## src/rtl/snn_pkg.sv

```systemverilog
// Shared types for the SNN presentation controller.
// Sequencer states, timestep length and rate mapping.
package snn_pkg;

  typedef enum logic [2:0] {
    IDLE,
    LOAD,
    PRESENT,
    CLEAR,
    REST,
    DONE
  } state_e;

  localparam int CYCLES_PER_STEP = 2;

  // Left shift that maps a pixel onto a rate word.
  // Top bit of the word stays clear, so full scale is just under 0.5.
  function automatic int rate_shift(input int dw, input int pw);
    return dw - pw - 1;
  endfunction

endpackage

```

## src/rtl/step_timer.sv

```systemverilog
// Window timer for PRESENT and REST.
// Ticks once per timestep, flags the last cycle of the window.
module step_timer
  import snn_pkg::*;
#(
  parameter int STEP_WIDTH = 16
) (
  input  logic                  clk,
  input  logic                  rst,
  input  logic                  load,
  input  logic [STEP_WIDTH-1:0] steps,
  input  logic                  run,
  output logic                  tick,
  output logic                  expire
);

  localparam int CW = STEP_WIDTH + 1;
  localparam int PW =
    (CYCLES_PER_STEP > 1) ? $clog2(CYCLES_PER_STEP) : 1;

  logic [CW-1:0] win_q, win_d;
  logic [CW-1:0] cyc_q, cyc_d;
  logic [PW-1:0] ph_q, ph_d;

  assign tick   = run && (ph_q == PW'(CYCLES_PER_STEP - 1));
  assign expire = run && ((cyc_q + 1'b1) == win_q);

  // Window length is captured on load; cycles count while running.
  always_comb begin
    win_d = win_q;
    cyc_d = cyc_q;
    ph_d  = ph_q;
    if (load) begin
      win_d = CW'(steps) * CW'(CYCLES_PER_STEP);
      cyc_d = '0;
      ph_d  = '0;
    end else if (run) begin
      cyc_d = cyc_q + 1'b1;
      ph_d  = tick ? '0 : ph_q + 1'b1;
    end
  end

  // Timer state registers.
  always_ff @(posedge clk or posedge rst) begin
    if (rst) begin
      win_q <= '0;
      cyc_q <= '0;
      ph_q  <= '0;
    end else begin
      win_q <= win_d;
      cyc_q <= cyc_d;
      ph_q  <= ph_d;
    end
  end

endmodule

```

## src/rtl/snn_presentation_controller.sv

```systemverilog
// Presentation sequencer for the Bernoulli spike generator:
// load rates, present, clear rates, rest, done.
module snn_presentation_controller
  import snn_pkg::*;
#(
  parameter int NUM_SPIKES     = 32,
  parameter int GEN_ADDR_WIDTH = 5,
  parameter int DATA_WIDTH     = 32,
  parameter int PIXEL_WIDTH    = 8,
  parameter int STEP_WIDTH     = 16
) (
  input  logic                      clk,
  input  logic                      rst,
  input  logic                      start,
  input  logic                      abort,
  input  logic [STEP_WIDTH-1:0]     present_steps,
  input  logic [STEP_WIDTH-1:0]     rest_steps,
  input  logic                      pix_valid,
  output logic                      pix_ready,
  input  logic [PIXEL_WIDTH-1:0]    pix_data,
  output logic [GEN_ADDR_WIDTH-1:0] gen_addr,
  output logic                      gen_wen,
  output logic [DATA_WIDTH-1:0]     gen_wdata,
  output logic                      present_active,
  output logic                      busy,
  output logic                      done,
  output logic [STEP_WIDTH-1:0]     step_count
);

  localparam int IW = GEN_ADDR_WIDTH + 1;
  localparam int SH = rate_shift(DATA_WIDTH, PIXEL_WIDTH);
  localparam logic [IW-1:0] N = IW'(NUM_SPIKES);

  state_e state_q, state_d;
  logic [STEP_WIDTH-1:0] pres_q, pres_d;
  logic [STEP_WIDTH-1:0] rest_q, rest_d;
  logic [STEP_WIDTH-1:0] step_q, step_d;
  logic [IW-1:0] idx_q, idx_d;
  logic [IW-1:0] clr_q, clr_d;
  logic [GEN_ADDR_WIDTH-1:0] addr_q, addr_d;
  logic [DATA_WIDTH-1:0] wdata_q, wdata_d;
  logic ready_q, ready_d;
  logic wen_q, wen_d;
  logic act_q, act_d;
  logic busy_q, busy_d;
  logic done_q, done_d;
  logic hs, win_now, win_nxt;
  logic t_load, t_run, t_tick, t_expire;
  logic [STEP_WIDTH-1:0] t_steps;

  assign hs      = (state_q == LOAD) && ready_q && pix_valid;
  assign t_run   = act_q || (state_q == REST);
  assign t_steps = (state_q == LOAD) ? pres_q : rest_q;
  assign t_load  =
    ((state_q == LOAD) && (state_d == PRESENT)) ||
    ((state_q == CLEAR) && (state_d == REST));

  step_timer #(
    .STEP_WIDTH(STEP_WIDTH)
  ) u_timer (
    .clk   (clk),
    .rst   (rst),
    .load  (t_load),
    .steps (t_steps),
    .run   (t_run),
    .tick  (t_tick),
    .expire(t_expire)
  );

  // Next-state sequencing.
  always_comb begin
    state_d = state_q;
    pres_d  = pres_q;
    rest_d  = rest_q;
    idx_d   = idx_q;
    unique case (state_q)
      IDLE: begin
        if (start) begin
          state_d = LOAD;
          pres_d  = present_steps;
          rest_d  = rest_steps;
          idx_d   = '0;
        end
      end
      LOAD: begin
        if (hs) idx_d = idx_q + 1'b1;
        if (abort) state_d = CLEAR;
        else if (hs && idx_q == N - 1'b1) state_d = PRESENT;
      end
      PRESENT: begin
        if (abort || t_expire) state_d = CLEAR;
        else if (!act_q && pres_q == '0) state_d = CLEAR;
      end
      CLEAR: begin
        if (clr_q == N) state_d = (rest_q == '0) ? DONE : REST;
      end
      REST: begin
        if (t_expire) state_d = DONE;
      end
      DONE: state_d = IDLE;
      default: state_d = IDLE;
    endcase
  end

  // Registered outputs; a pending pixel write beats the first clear write.
  always_comb begin
    addr_d  = addr_q;
    wdata_d = wdata_q;
    wen_d   = 1'b0;
    clr_d   = (state_d == CLEAR) ? clr_q : '0;
    if (hs) begin
      wen_d   = 1'b1;
      addr_d  = idx_q[GEN_ADDR_WIDTH-1:0];
      wdata_d = DATA_WIDTH'(pix_data) << SH;
    end else if (state_d == CLEAR) begin
      wen_d   = 1'b1;
      addr_d  = clr_q[GEN_ADDR_WIDTH-1:0];
      wdata_d = '0;
      clr_d   = clr_q + 1'b1;
    end
    ready_d = (state_d == LOAD) && (idx_d < N);
    act_d   = (state_d == PRESENT) && (state_q == PRESENT);
    busy_d  = state_d != IDLE;
    done_d  = state_d == DONE;
    win_now = act_q || (state_q == REST);
    win_nxt = act_d || (state_d == REST);
    step_d  = '0;
    if (win_nxt && win_now) step_d = step_q + STEP_WIDTH'(t_tick);
  end

  // Sequencer state and output registers.
  always_ff @(posedge clk or posedge rst) begin
    if (rst) begin
      state_q <= IDLE;
      pres_q  <= '0;
      rest_q  <= '0;
      step_q  <= '0;
      idx_q   <= '0;
      clr_q   <= '0;
      addr_q  <= '0;
      wdata_q <= '0;
      ready_q <= 1'b0;
      wen_q   <= 1'b0;
      act_q   <= 1'b0;
      busy_q  <= 1'b0;
      done_q  <= 1'b0;
    end else begin
      state_q <= state_d;
      pres_q  <= pres_d;
      rest_q  <= rest_d;
      step_q  <= step_d;
      idx_q   <= idx_d;
      clr_q   <= clr_d;
      addr_q  <= addr_d;
      wdata_q <= wdata_d;
      ready_q <= ready_d;
      wen_q   <= wen_d;
      act_q   <= act_d;
      busy_q  <= busy_d;
      done_q  <= done_d;
    end
  end

  assign pix_ready      = ready_q;
  assign gen_wen        = wen_q;
  assign gen_addr       = addr_q;
  assign gen_wdata      = wdata_q;
  assign present_active = act_q;
  assign busy           = busy_q;
  assign done           = done_q;
  assign step_count     = step_q;

endmodule

```

## config.mk

```make
export PLATFORM = sky130hd
export DESIGN_NAME = snn_presentation_controller
export DESIGN_NICKNAME = d
export VERILOG_FILES = /design/src/rtl/snn_pkg.sv /design/src/rtl/step_timer.sv /design/src/rtl/snn_presentation_controller.sv
export SDC_FILE = /design/constraint.sdc
export NUM_CORES = 1
export LEC_CHECK = 0
export CAP_MARGIN = 10
export CORE_MARGIN = 2
export CORE_UTILIZATION = 30
export DETAILED_ROUTE_END_ITERATION = 10
export MAX_ROUTING_LAYER = met4
export SYNTH_ARGS = -nofsm -noshare
export SYNTH_HDL_FRONTEND = slang
export SYNTH_SLANG_ARGS = --single-unit
```

## constraint.sdc

```tcl
create_clock -name clk -period 7.2 [get_ports clk]
set_clock_uncertainty 0.15 [all_clocks]
set_input_delay 1.8 -clock clk [delete_from_list [all_inputs] [get_ports clk]]
set_output_delay 1.8 -clock clk [all_outputs]
set_load 0.01 [all_outputs]
```

==> flow_metrics.env, run 1 <==
export IMPL_yosysUniqueCellTypes=50
export IMPL_clk_root_buffer_cell="clkbuf_16"
export IMPL_row_count=51
export IMPL_portBuffers=78
export IMPL_via_per_inst=4.56
export IMPL_hold_viol_final=0
export IMPL_final_area_um2=7360
export IMPL_grt_antenna_before_repair=0
export IMPL_synth_most_common_cell="nand2_1"
export IMPL_grt_total_usage_pct=14.2
export IMPL_vias=4555
export IMPL_drv_cap=0
export IMPL_grt_pass1_wl_um=22500
export IMPL_drive_gt1_share_pct=5.45
export IMPL_yosysSeqAreaShare_pct=48.7
export IMPL_crit_slowest_cell="and3_1"
export IMPL_timing_critical_path_cells="clkdlybuf4s50_1 -> and3_1 -> nand2_2 -> o41ai_4 -> nand2_1 -> and2_1 -> nand2_1 -> o21ai_1"
export IMPL_setup_tns_ns=0
export IMPL_worst_slew_pin_slew_ns=1.13
export IMPL_cts_htree_levels=4
export IMPL_ir_drop_v=0.000194
export IMPL_placed_area_um2=6790
export IMPL_grt_ovfl_total=0
export IMPL_fin_crit_ns=4.61
export IMPL_dr_pass1_iters=4
export IMPL_drc=0
export IMPL_power_density_nw_per_um2=303
export IMPL_slew_headroom_pct=24.4
export IMPL_die_y_um=144
export IMPL_cp_start_kind="primary input"
export IMPL_worst_ep_arrival_time_ns=4.70
export IMPL_synthTopCellsByArea="dfrtp_1 (49%), nand2_1 (10%), xor2_1 (4.6%)"
export IMPL_cts_resized=0
export IMPL_antennaDiodeCount=0
export IMPL_path_clk_slew_ns=0.05
export IMPL_synth_edf_count=0
export IMPL_grt_max_degree=66
export IMPL_wirelength_um=13400
export IMPL_cp_max_fo=32
export IMPL_yosysWarnings=0
export IMPL_clk_path_buf_depth=2
export IMPL_dieArea_um2=20800
export IMPL_cpPeakStageDelay_ns=0.73
export IMPL_critPathMostFrequentCell="nand2_1"
export IMPL_multi_input_area_um2=2740
export IMPL_power_leakage_uw=0.00317
export IMPL_worstHoldPathType="reg -> reg"
export IMPL_yosys_top_cells_count="nand2_1 (165), dfrtp_1 (115), nor2_1 (57)"
export IMPL_rsz0062_at_grt="false"
export IMPL_synthFlopType="dfrtp_1"
export IMPL_total_power_uw=2230
export IMPL_seq_area_um2=2880
export IMPL_fin_crit_sh_pct=64.0
export IMPL_postCtsSetupRepairBufs=0
export IMPL_hpwl_um=9530
export IMPL_grt_pass1_vias=4449
export IMPL_yosysTopAreaCellShare_pct=48.7
export IMPL_fill_cells=2012
export IMPL_die_w_um=144
export IMPL_initial_core_util_pct=30.4
export IMPL_mappedNetlistArea_um2=5900
export IMPL_synth_seq_cells=115
export IMPL_cts_tree="done"
export IMPL_worst_setup_path_type="in -> reg"
export IMPL_final_max_slew_viol_count=0
export IMPL_ios=103
export IMPL_hold_buffers=0
export IMPL_gp_congestion=0.903
export IMPL_cts_sinks=115
export IMPL_coreArea_um2=19400
export IMPL_drt_iter0_markers=247
export IMPL_fmax_mhz=217
export IMPL_clk_latency_ns=0.41
export IMPL_outcome="completed"
export IMPL_async_flop_share_pct=100
export IMPL_synth_top_area_cell="dfrtp_1"
export IMPL_path_buf_inv=1
export IMPL_synthCells=656
export IMPL_critPathCaptureType="register"
export IMPL_area_growth_pct=24.6
export IMPL_setup_violations_final=0
export IMPL_final_net_count=772
export IMPL_numCtsBuffers=17
export IMPL_cp_top_family="simple AND/OR/NAND/NOR gates"
export IMPL_required_ns=7.30
export IMPL_post_drt_wl_per_cell_um=13.4
export IMPL_avgSynthCellArea_um2=9.00
export IMPL_ant_nets=0
## final timing paths
| path | from | cells past startpoint | endpoint | slack, ns |
|---|---|---|---|---|
| setup reg to reg | state_q[1]$_DFF_PP0_ | 9 | u_timer.win_q[6]$_DFFE_PP0P_ | 3.41 |
| setup / recovery | pix_valid | 8 | u_timer.win_q[6]$_DFFE_PP0P_ | 2.59 |
| min in group asynchronous | rst | 2 | step_count[15]$_DFF_PP0_ | 1.77 |
| hold reg to reg | gen_wdata[28]$_DFFE_PP0P_ | 2 | gen_wdata[28]$_DFFE_PP0P_ | 0.34 |
| hold / removal | gen_wdata[28]$_DFFE_PP0P_ | 2 | gen_wdata[28]$_DFFE_PP0P_ | 0.34 |
| max in group asynchronous | rst | 3 | u_timer.win_q[8]$_DFFE_PP0P_ | 3.97 |
## layout by cell type (no fill, tap or decap), types with 8 or more instances in the layout
| cell type | instances |
|---|---|
| nand2_1 | 165 |
| dfrtp_1 | 115 |
| clkdlybuf4s50_1 | 78 |
| nor2_1 | 57 |
| nand3_1 | 33 |
| xor2_1 | 31 |
| xnor2_1 | 25 |
| conb_1 | 24 |
| o21ai_1 | 22 |
| mux2i_1 | 22 |
| clkbuf_16 | 17 |
| nor4_1 | 13 |
| nand4_1 | 13 |
| o21ai_0 | 12 |
| and3_1 | 10 |
| nor3_1 | 9 |
| inv_1 | 8 |
| a21oi_1 | 8 |
## logic make-up after synthesis
kind of cell,Yosys count,synth area share [%]
AOI/OAI and AO/OA,63,6.78
buffers and inverters,67,6.32
adders and majority gates,6,1.27
DFF,115,48.7
muxes,23,3.92
xor gates and xnor gates,56,8.31
and+or+nand+nor,325,24.6
other,1,0.0635
## layer usage
metal	vias up	routed length (um)	global-route usage (%)	share of wire (%)
met2	91	6180	21.2	46
li1	2288	-	-	-
met4	0	208	5.88	1.6
met3	15	444	2.65	3.3
met1	2161	6570	19.1	49
met5	-	0	-	0
## state kept, by name, indices dropped and copies added, names as in the netlist
register and cells:
u_timer.cyc_q 17, pres_q 16, rest_q 16, step_count 16, u_timer.win_q 16, gen_wdata 8, clr_q 6, idx_q 6
gen_addr 5, state_q 3, busy 1, done 1, gen_wen 1, pix_ready 1, present_active 1, u_timer.ph_q 1
## report_power, final
| part | leakage, uW | internal, uW | switching [uW] |
|---|---|---|---|
| registers | 0.00148 | 749 | 142 |
| logic | 0.00141 | 255 | 288 |
| clock network | 0.000272 | 509 | 286 |
| total | 0.00317 | 1510 | 716 |
## worst register-to-register path: stages, from the launching register on
cell	delay, ns
dfrtp_1	0.47
nor3b_2	0.21
buf_4	0.31
and3_1	0.79
nand2_2	0.22
o41ai_4	0.56
nand2_1	0.14
and2_1	0.51
nand2_1	0.20
o21ai_1	0.08
## area by class of cell
type	instances	area share [%]
Clock buffer	24	6.68
Clock inverter	8	1.04
Inverter	9	0.493
Multi-Input combinational cell	497	37.2
Sequential cell	115	39.1
Tap cell	265	4.51
Timing Repair Buffer	81	10.9
## metrics by stage
| stage | hold slack, ns | cells | util [%] | setup WS, ns |
|---|---|---|---|---|
| 4_1_cts | 0.347 | 999 | 37.9 | 2.59 |
| 5_1_grt | 0.383 | 999 | 37.9 | 2.29 |
| 2_1_floorplan | 0.317 | 679 | - | 2.21 |
| 3_3_place_gp | 0.338 | 967 | 35.0 | 2.28 |
| 6_report | 0.343 | 999 | 37.9 | 2.59 |
| 3_5_place_dp | 0.333 | 967 | 35.0 | 2.20 |
(Power assumes the default switching activity.)
==> run 2: changes to the inputs <==
clock period = 3.92 ns   (was 7.2 ns; I/O delays follow)
==> flow_metrics.env, run 2 (synthesized netlist as in run 1, its figures left out) <==
export IMPL_outcome="completed"
export IMPL_rsz0062_at_grt="false"
export IMPL_dr_pass1_iters=4
export IMPL_fin_crit_ns=3.37
export IMPL_grt_antenna_before_repair=0
export IMPL_ant_nets=0
export IMPL_total_power_uw=4210
export IMPL_setup_ws_ns=0.554
export IMPL_clk_path_buf_depth=2
export IMPL_drv_cap=0
export IMPL_cts_resized=0
export IMPL_postCtsSetupRepairBufs=0
export IMPL_grt_total_usage_pct=14.2
export IMPL_routed_wl_met2_um=6070
export IMPL_final_max_slew_viol_count=0
export IMPL_layout_common_cells="nand2_1 (165), dfrtp_1 (115), clkdlybuf4s50_1 (78)"
export IMPL_dieArea_um2=20800
export IMPL_setup_tns_ns=0
export IMPL_path_clk_slew_ns=0.05
export IMPL_largest_reg_flops=17
export IMPL_worst_ep_arrival_time_ns=3.49
export IMPL_grt_max_degree=116
export IMPL_hold_viol_final=0
export IMPL_setup_violations_final=0
export IMPL_slew_headroom_pct=57.5
export IMPL_required_ns=4.05
export IMPL_ir_drop_v=0.000355
export IMPL_via_per_inst=4.55
export IMPL_power_density_nw_per_um2=566
export IMPL_portBuffers=78
export IMPL_grt_pass1_wl_um=22400
export IMPL_power_leakage_uw=0.00322
export IMPL_fin_cells=1002
export IMPL_vias=4556
export IMPL_hpwl_um=9340
export IMPL_numPlacedInstances=973
export IMPL_antennaDiodeCount=0
export IMPL_worstHoldPathType="reg -> reg"
export IMPL_clk_latency_ns=0.41
export IMPL_internal_power_uw=2900
export IMPL_die_w_um=144
export IMPL_grt_ovfl_total=0
export IMPL_initial_core_util_pct=30.4
export IMPL_drc=0
export IMPL_numCtsBuffers=17
export IMPL_cts_sinks=115
export IMPL_top_layer_used="met4"
export IMPL_p_switching_uw=1310
export IMPL_clkPwrFrac_pct=37.1
export IMPL_placed_area_um2=6850
export IMPL_final_net_count=778
export IMPL_die_y_um=144
export IMPL_fin_crit_sh_pct=85.9
export IMPL_row_count=51
export IMPL_p_seq_share_pct=39.1
export IMPL_hold_buffers=0
export IMPL_coreArea_um2=19400
export IMPL_wirelength_um=13300
export IMPL_sw_frac_of_total_pct=31.1
export IMPL_cts_tree="done"
export IMPL_final_common_cell="nand2_1"
export IMPL_cp_max_fo=14
export IMPL_regMostFlops="u_timer.cyc_q"
export IMPL_post_drt_wl_per_cell_um=13.3
export IMPL_drive_gt1_share_pct=5.83
export IMPL_grt_pass1_vias=4482
export IMPL_fmax_mhz=297
export IMPL_final_area_um2=7440
export IMPL_drt_iter0_markers=237
export IMPL_clk_root_buffer_cell="clkbuf_16"
export IMPL_dr_wl_met3_um=545
export IMPL_pre_cts_ws_ns=0.512
export IMPL_cp_start_kind="register"
export IMPL_critPathCaptureType="register"
export IMPL_wl_met1_um=6500
export IMPL_worst_setup_path_type="reg -> reg"
export IMPL_worst_slew_pin_slew_ns=0.638
export IMPL_ios=103
export IMPL_area_growth_pct=26.0
export IMPL_gp_congestion=0.881
export IMPL_cts_htree_levels=4
export IMPL_p_comb_share_pct=23.7
[run 2: changes by cell type in the layout (fill, tap and decap cells not counted)]
cell | before | now
clkinv_4 | 1 | 0
buf_4 | 3 | 8
inv_4 | 1 | 0
clkinvlp_4 | 3 | 1
bufinv_16 | 1 | 3
buf_12 | 0 | 1
clkinv_2 | 3 | 2
[run 2: final timing paths]
| kind | from | end | slack, ns | cells after the start |
|---|---|---|---|---|
| min in group asynchronous | rst | u_timer.cyc_q[12]$_DFFE_PP0P_ | 0.93 | 3 |
| worst max-delay path | u_timer.cyc_q[0]$_DFFE_PP0P_ | step_count[15]$_DFF_PP0_ | 0.55 | 9 |
| max in group asynchronous | rst | step_count[14]$_DFF_PP0_ | 2.20 | 3 |
| worst min-delay path | rest_q[14]$_DFFE_PP0P_ | rest_q[14]$_DFFE_PP0P_ | 0.35 | 2 |
| worst min register to register | rest_q[14]$_DFFE_PP0P_ | rest_q[14]$_DFFE_PP0P_ | 0.35 | 2 |
| worst max register to register | u_timer.cyc_q[0]$_DFFE_PP0P_ | step_count[15]$_DFF_PP0_ | 0.55 | 9 |
[run 2: metrics by stage]
| step | hold WS, ns | utilization, % |
|---|---|---|
| final | 0.349 | 38.3 |
| after global routing | 0.384 | 38.3 |
| after CTS | 0.354 | 38.3 |
| after detailed placement | 0.339 | 35.3 |
| after global placement | 0.336 | 35.3 |
| after floorplan | 0.317 | - |
[run 2: power by group through the flow]
stage | clock network, uW | registers, uW | logic, uW
floorplan | 0 | 1540 | 839
global placement | 0 | 1660 | 983
detailed placement | 0 | 1660 | 1000
CTS | 1590 | 1640 | 1010
global route | 1650 | 1680 | 1130
finish | 1560 | 1650 | 998
[run 2: final cells by class]
type	instances	area, um^2
multi-input cells	497	2740
clock inverters	5	100
well taps	265	332
flip-flops and latches	115	2880
fillers	2013	12000
inverters	9	37.5
repair buffers	87	861
clock buffers	24	492
[run 2: per-layer routing]
| metal | GRT usage [%] | vias up |
|---|---|---|
| li1 | - | 2299 |
| met1 | 19.1 | 2139 |
| met2 | 20.9 | 96 |
| met3 | 3.44 | 22 |
| met4 | 5.11 | 0 |
| met5 | - | - |
[run 2: worst max-delay path, cell delays in order (launching register included)]
cell	delay, ns
dfrtp_1	0.45
ha_1	0.26
and3_1	0.36
nand3_1	0.10
a2111oi_0	0.47
o31ai_1	0.16
a2111oi_1	0.56
o21ai_1	0.18
nand2_1	0.43
nor2_1	0.10
==> run 3: changes to the inputs <==
CTS_CLUSTER_DIAMETER = 60   (was not set)
clock period = 3.9 ns   (was 3.92 ns; I/O delays follow)
==> flow_metrics.env, run 3 (synthesized netlist as in run 1, its figures left out) <==
export IMPL_die_y_um=144
export IMPL_path_clk_slew_ns=0.06
export IMPL_min_delay_path_depth=2
export IMPL_drive_gt1_share_pct=6.62
export IMPL_portBuffers=78
export IMPL_cpPeakStageDelay_ns=0.57
export IMPL_cp_max_fo=14
export IMPL_final_net_count=778
export IMPL_die_w_um=144
export IMPL_worstHoldPathType="reg -> reg"
export IMPL_initial_core_util_pct=30.4
export IMPL_ir_drop_v=0.000310
export IMPL_critPathCaptureType="register"
export IMPL_hpwl_um=9390
export IMPL_cts_tree="done"
export IMPL_fmax_mhz=299
export IMPL_ant_nets=0
export IMPL_pre_cts_ws_ns=0.484
export IMPL_post_drt_wl_per_cell_um=13.4
export IMPL_setup_ws_ns=0.559
export IMPL_cp_top_family="compound AO/OA/AOI/OAI gates"
export IMPL_via_per_inst=4.61
export IMPL_cts_htree_levels=4
export IMPL_clk_root_buffer_cell="clkbuf_16"
export IMPL_cts_resized=0
export IMPL_hold_viol_final=0
export IMPL_ios=103
export IMPL_grt_pass1_wl_um=23100
export IMPL_dieArea_um2=20800
export IMPL_final_max_slew_viol_count=0
export IMPL_coreArea_um2=19400
export IMPL_setup_tns_ns=0
export IMPL_ff2ff_path_depth=9
export IMPL_numCtsBuffers=17
export IMPL_worst_slew_pin_slew_ns=0.673
export IMPL_grt_total_usage_pct=14.5
export IMPL_fin_crit_sh_pct=85.7
export IMPL_clk_path_buf_depth=2
export IMPL_clk_latency_ns=0.42
export IMPL_layout_common_cells="nand2_1 (165), dfrtp_1 (115), clkdlybuf4s50_1 (78)"
export IMPL_row_count=51
export IMPL_power_leakage_uw=0.00320
export IMPL_drv_cap=0
export IMPL_grt_pass1_vias=4656
export IMPL_worst_setup_path_type="reg -> reg"
export IMPL_drc=0
export IMPL_cts_sinks=115
export IMPL_fin_crit_ns=3.34
export IMPL_dr_pass1_iters=4
export IMPL_area_growth_pct=26.0
export IMPL_regMostFlops="u_timer.cyc_q"
export IMPL_rsz0062_at_grt="false"
export IMPL_required_ns=4.03
export IMPL_hold_buffers=0
export IMPL_wirelength_um=13500
export IMPL_cp_depth=9
export IMPL_drt_iter0_markers=253
export IMPL_grt_antenna_before_repair=0
export IMPL_cp_start_kind="register"
export IMPL_gp_congestion=0.896
export IMPL_path_buf_inv=0
export IMPL_grt_max_degree=116
export IMPL_antennaDiodeCount=0
export IMPL_power_density_nw_per_um2=566
export IMPL_final_common_cell="nand2_1"
export IMPL_setup_violations_final=0
export IMPL_slew_headroom_pct=55.1
export IMPL_largest_reg_flops=17
export IMPL_vias=4637
export IMPL_worst_ep_arrival_time_ns=3.47
export IMPL_crit_slowest_cell="a2111oi_1"
export IMPL_timing_critical_path_cells="ha_1 -> and3_1 -> nand3_1 -> a2111oi_0 -> o31ai_1 -> a2111oi_1 -> o21ai_1 -> nand2_1 -> nor2_1"
export IMPL_outcome="completed"
export IMPL_postCtsSetupRepairBufs=0
export IMPL_grt_ovfl_total=0
-- run 3: where the power goes --
group	total, uW	internal (uW)	switching (uW)
registers	1650	1380	269
clock network	1550	962	584
logic	1020	473	543
-- run 3: final cells by class --
type                            instances  area (um^2)
Timing Repair Buffer                   87          861
Tap cell                              265          332
Clock inverter                         14          155
Fill cell                            1989        12000
Sequential cell                       115         2880
Clock buffer                           18          439
Multi-Input combinational cell        497         2740
Inverter                                9         37.5
-- run 3: through the flow --
| step | instance area (um^2) | total power, uW | hold slack, ns | utilization, % | instances |
|---|---|---|---|---|---|
| finish | 7440 | 4210 | 0.350 | 38.4 | 1005 |
| global route | 7440 | 4470 | 0.377 | 38.4 | 1005 |
| CTS | 7440 | 4250 | 0.357 | 38.4 | 1005 |
| detailed placement | 6850 | 2680 | 0.342 | 35.3 | 973 |
| global placement | 6850 | 2660 | 0.337 | 35.3 | 973 |
| floorplan | 5990 | 2390 | 0.317 | - | 679 |
-- run 3: worst paths after layout --
| path | startpoint | end | slack (ns) |
|---|---|---|---|
| worst max-delay path | u_timer.cyc_q[0]$_DFFE_PP0P_ | step_count[15]$_DFF_PP0_ | 0.56 |
| worst min-delay path | pres_q[15]$_DFFE_PP0P_ | pres_q[15]$_DFFE_PP0P_ | 0.35 |
| worst max register to register | u_timer.cyc_q[0]$_DFFE_PP0P_ | step_count[15]$_DFF_PP0_ | 0.56 |
| worst min register to register | pres_q[15]$_DFFE_PP0P_ | pres_q[15]$_DFFE_PP0P_ | 0.35 |
| max in group asynchronous | rst | step_count[7]$_DFF_PP0_ | 2.16 |
| min in group asynchronous | rst | rest_q[0]$_DFFE_PP0P_ | 0.89 |
-- run 3: routing by layer --
metal | part of all wire, % | vias to the layer above | track usage, %
met5 | 0 | - | -
met4 | 1.6 | 0 | 5.62
met3 | 3.8 | 19 | 3.48
met2 | 46 | 117 | 22.0
met1 | 48 | 2196 | 19.0
li1 | - | 2305 | -
-- run 3: worst reg2reg max path, cell delays in order, from the launching register on --
cell and delay [ns]:
dfrtp_1 0.45, ha_1 0.27, and3_1 0.36, nand3_1 0.12, a2111oi_0 0.43, o31ai_1 0.15, a2111oi_1 0.57, o21ai_1 0.20
nand2_1 0.41, nor2_1 0.10
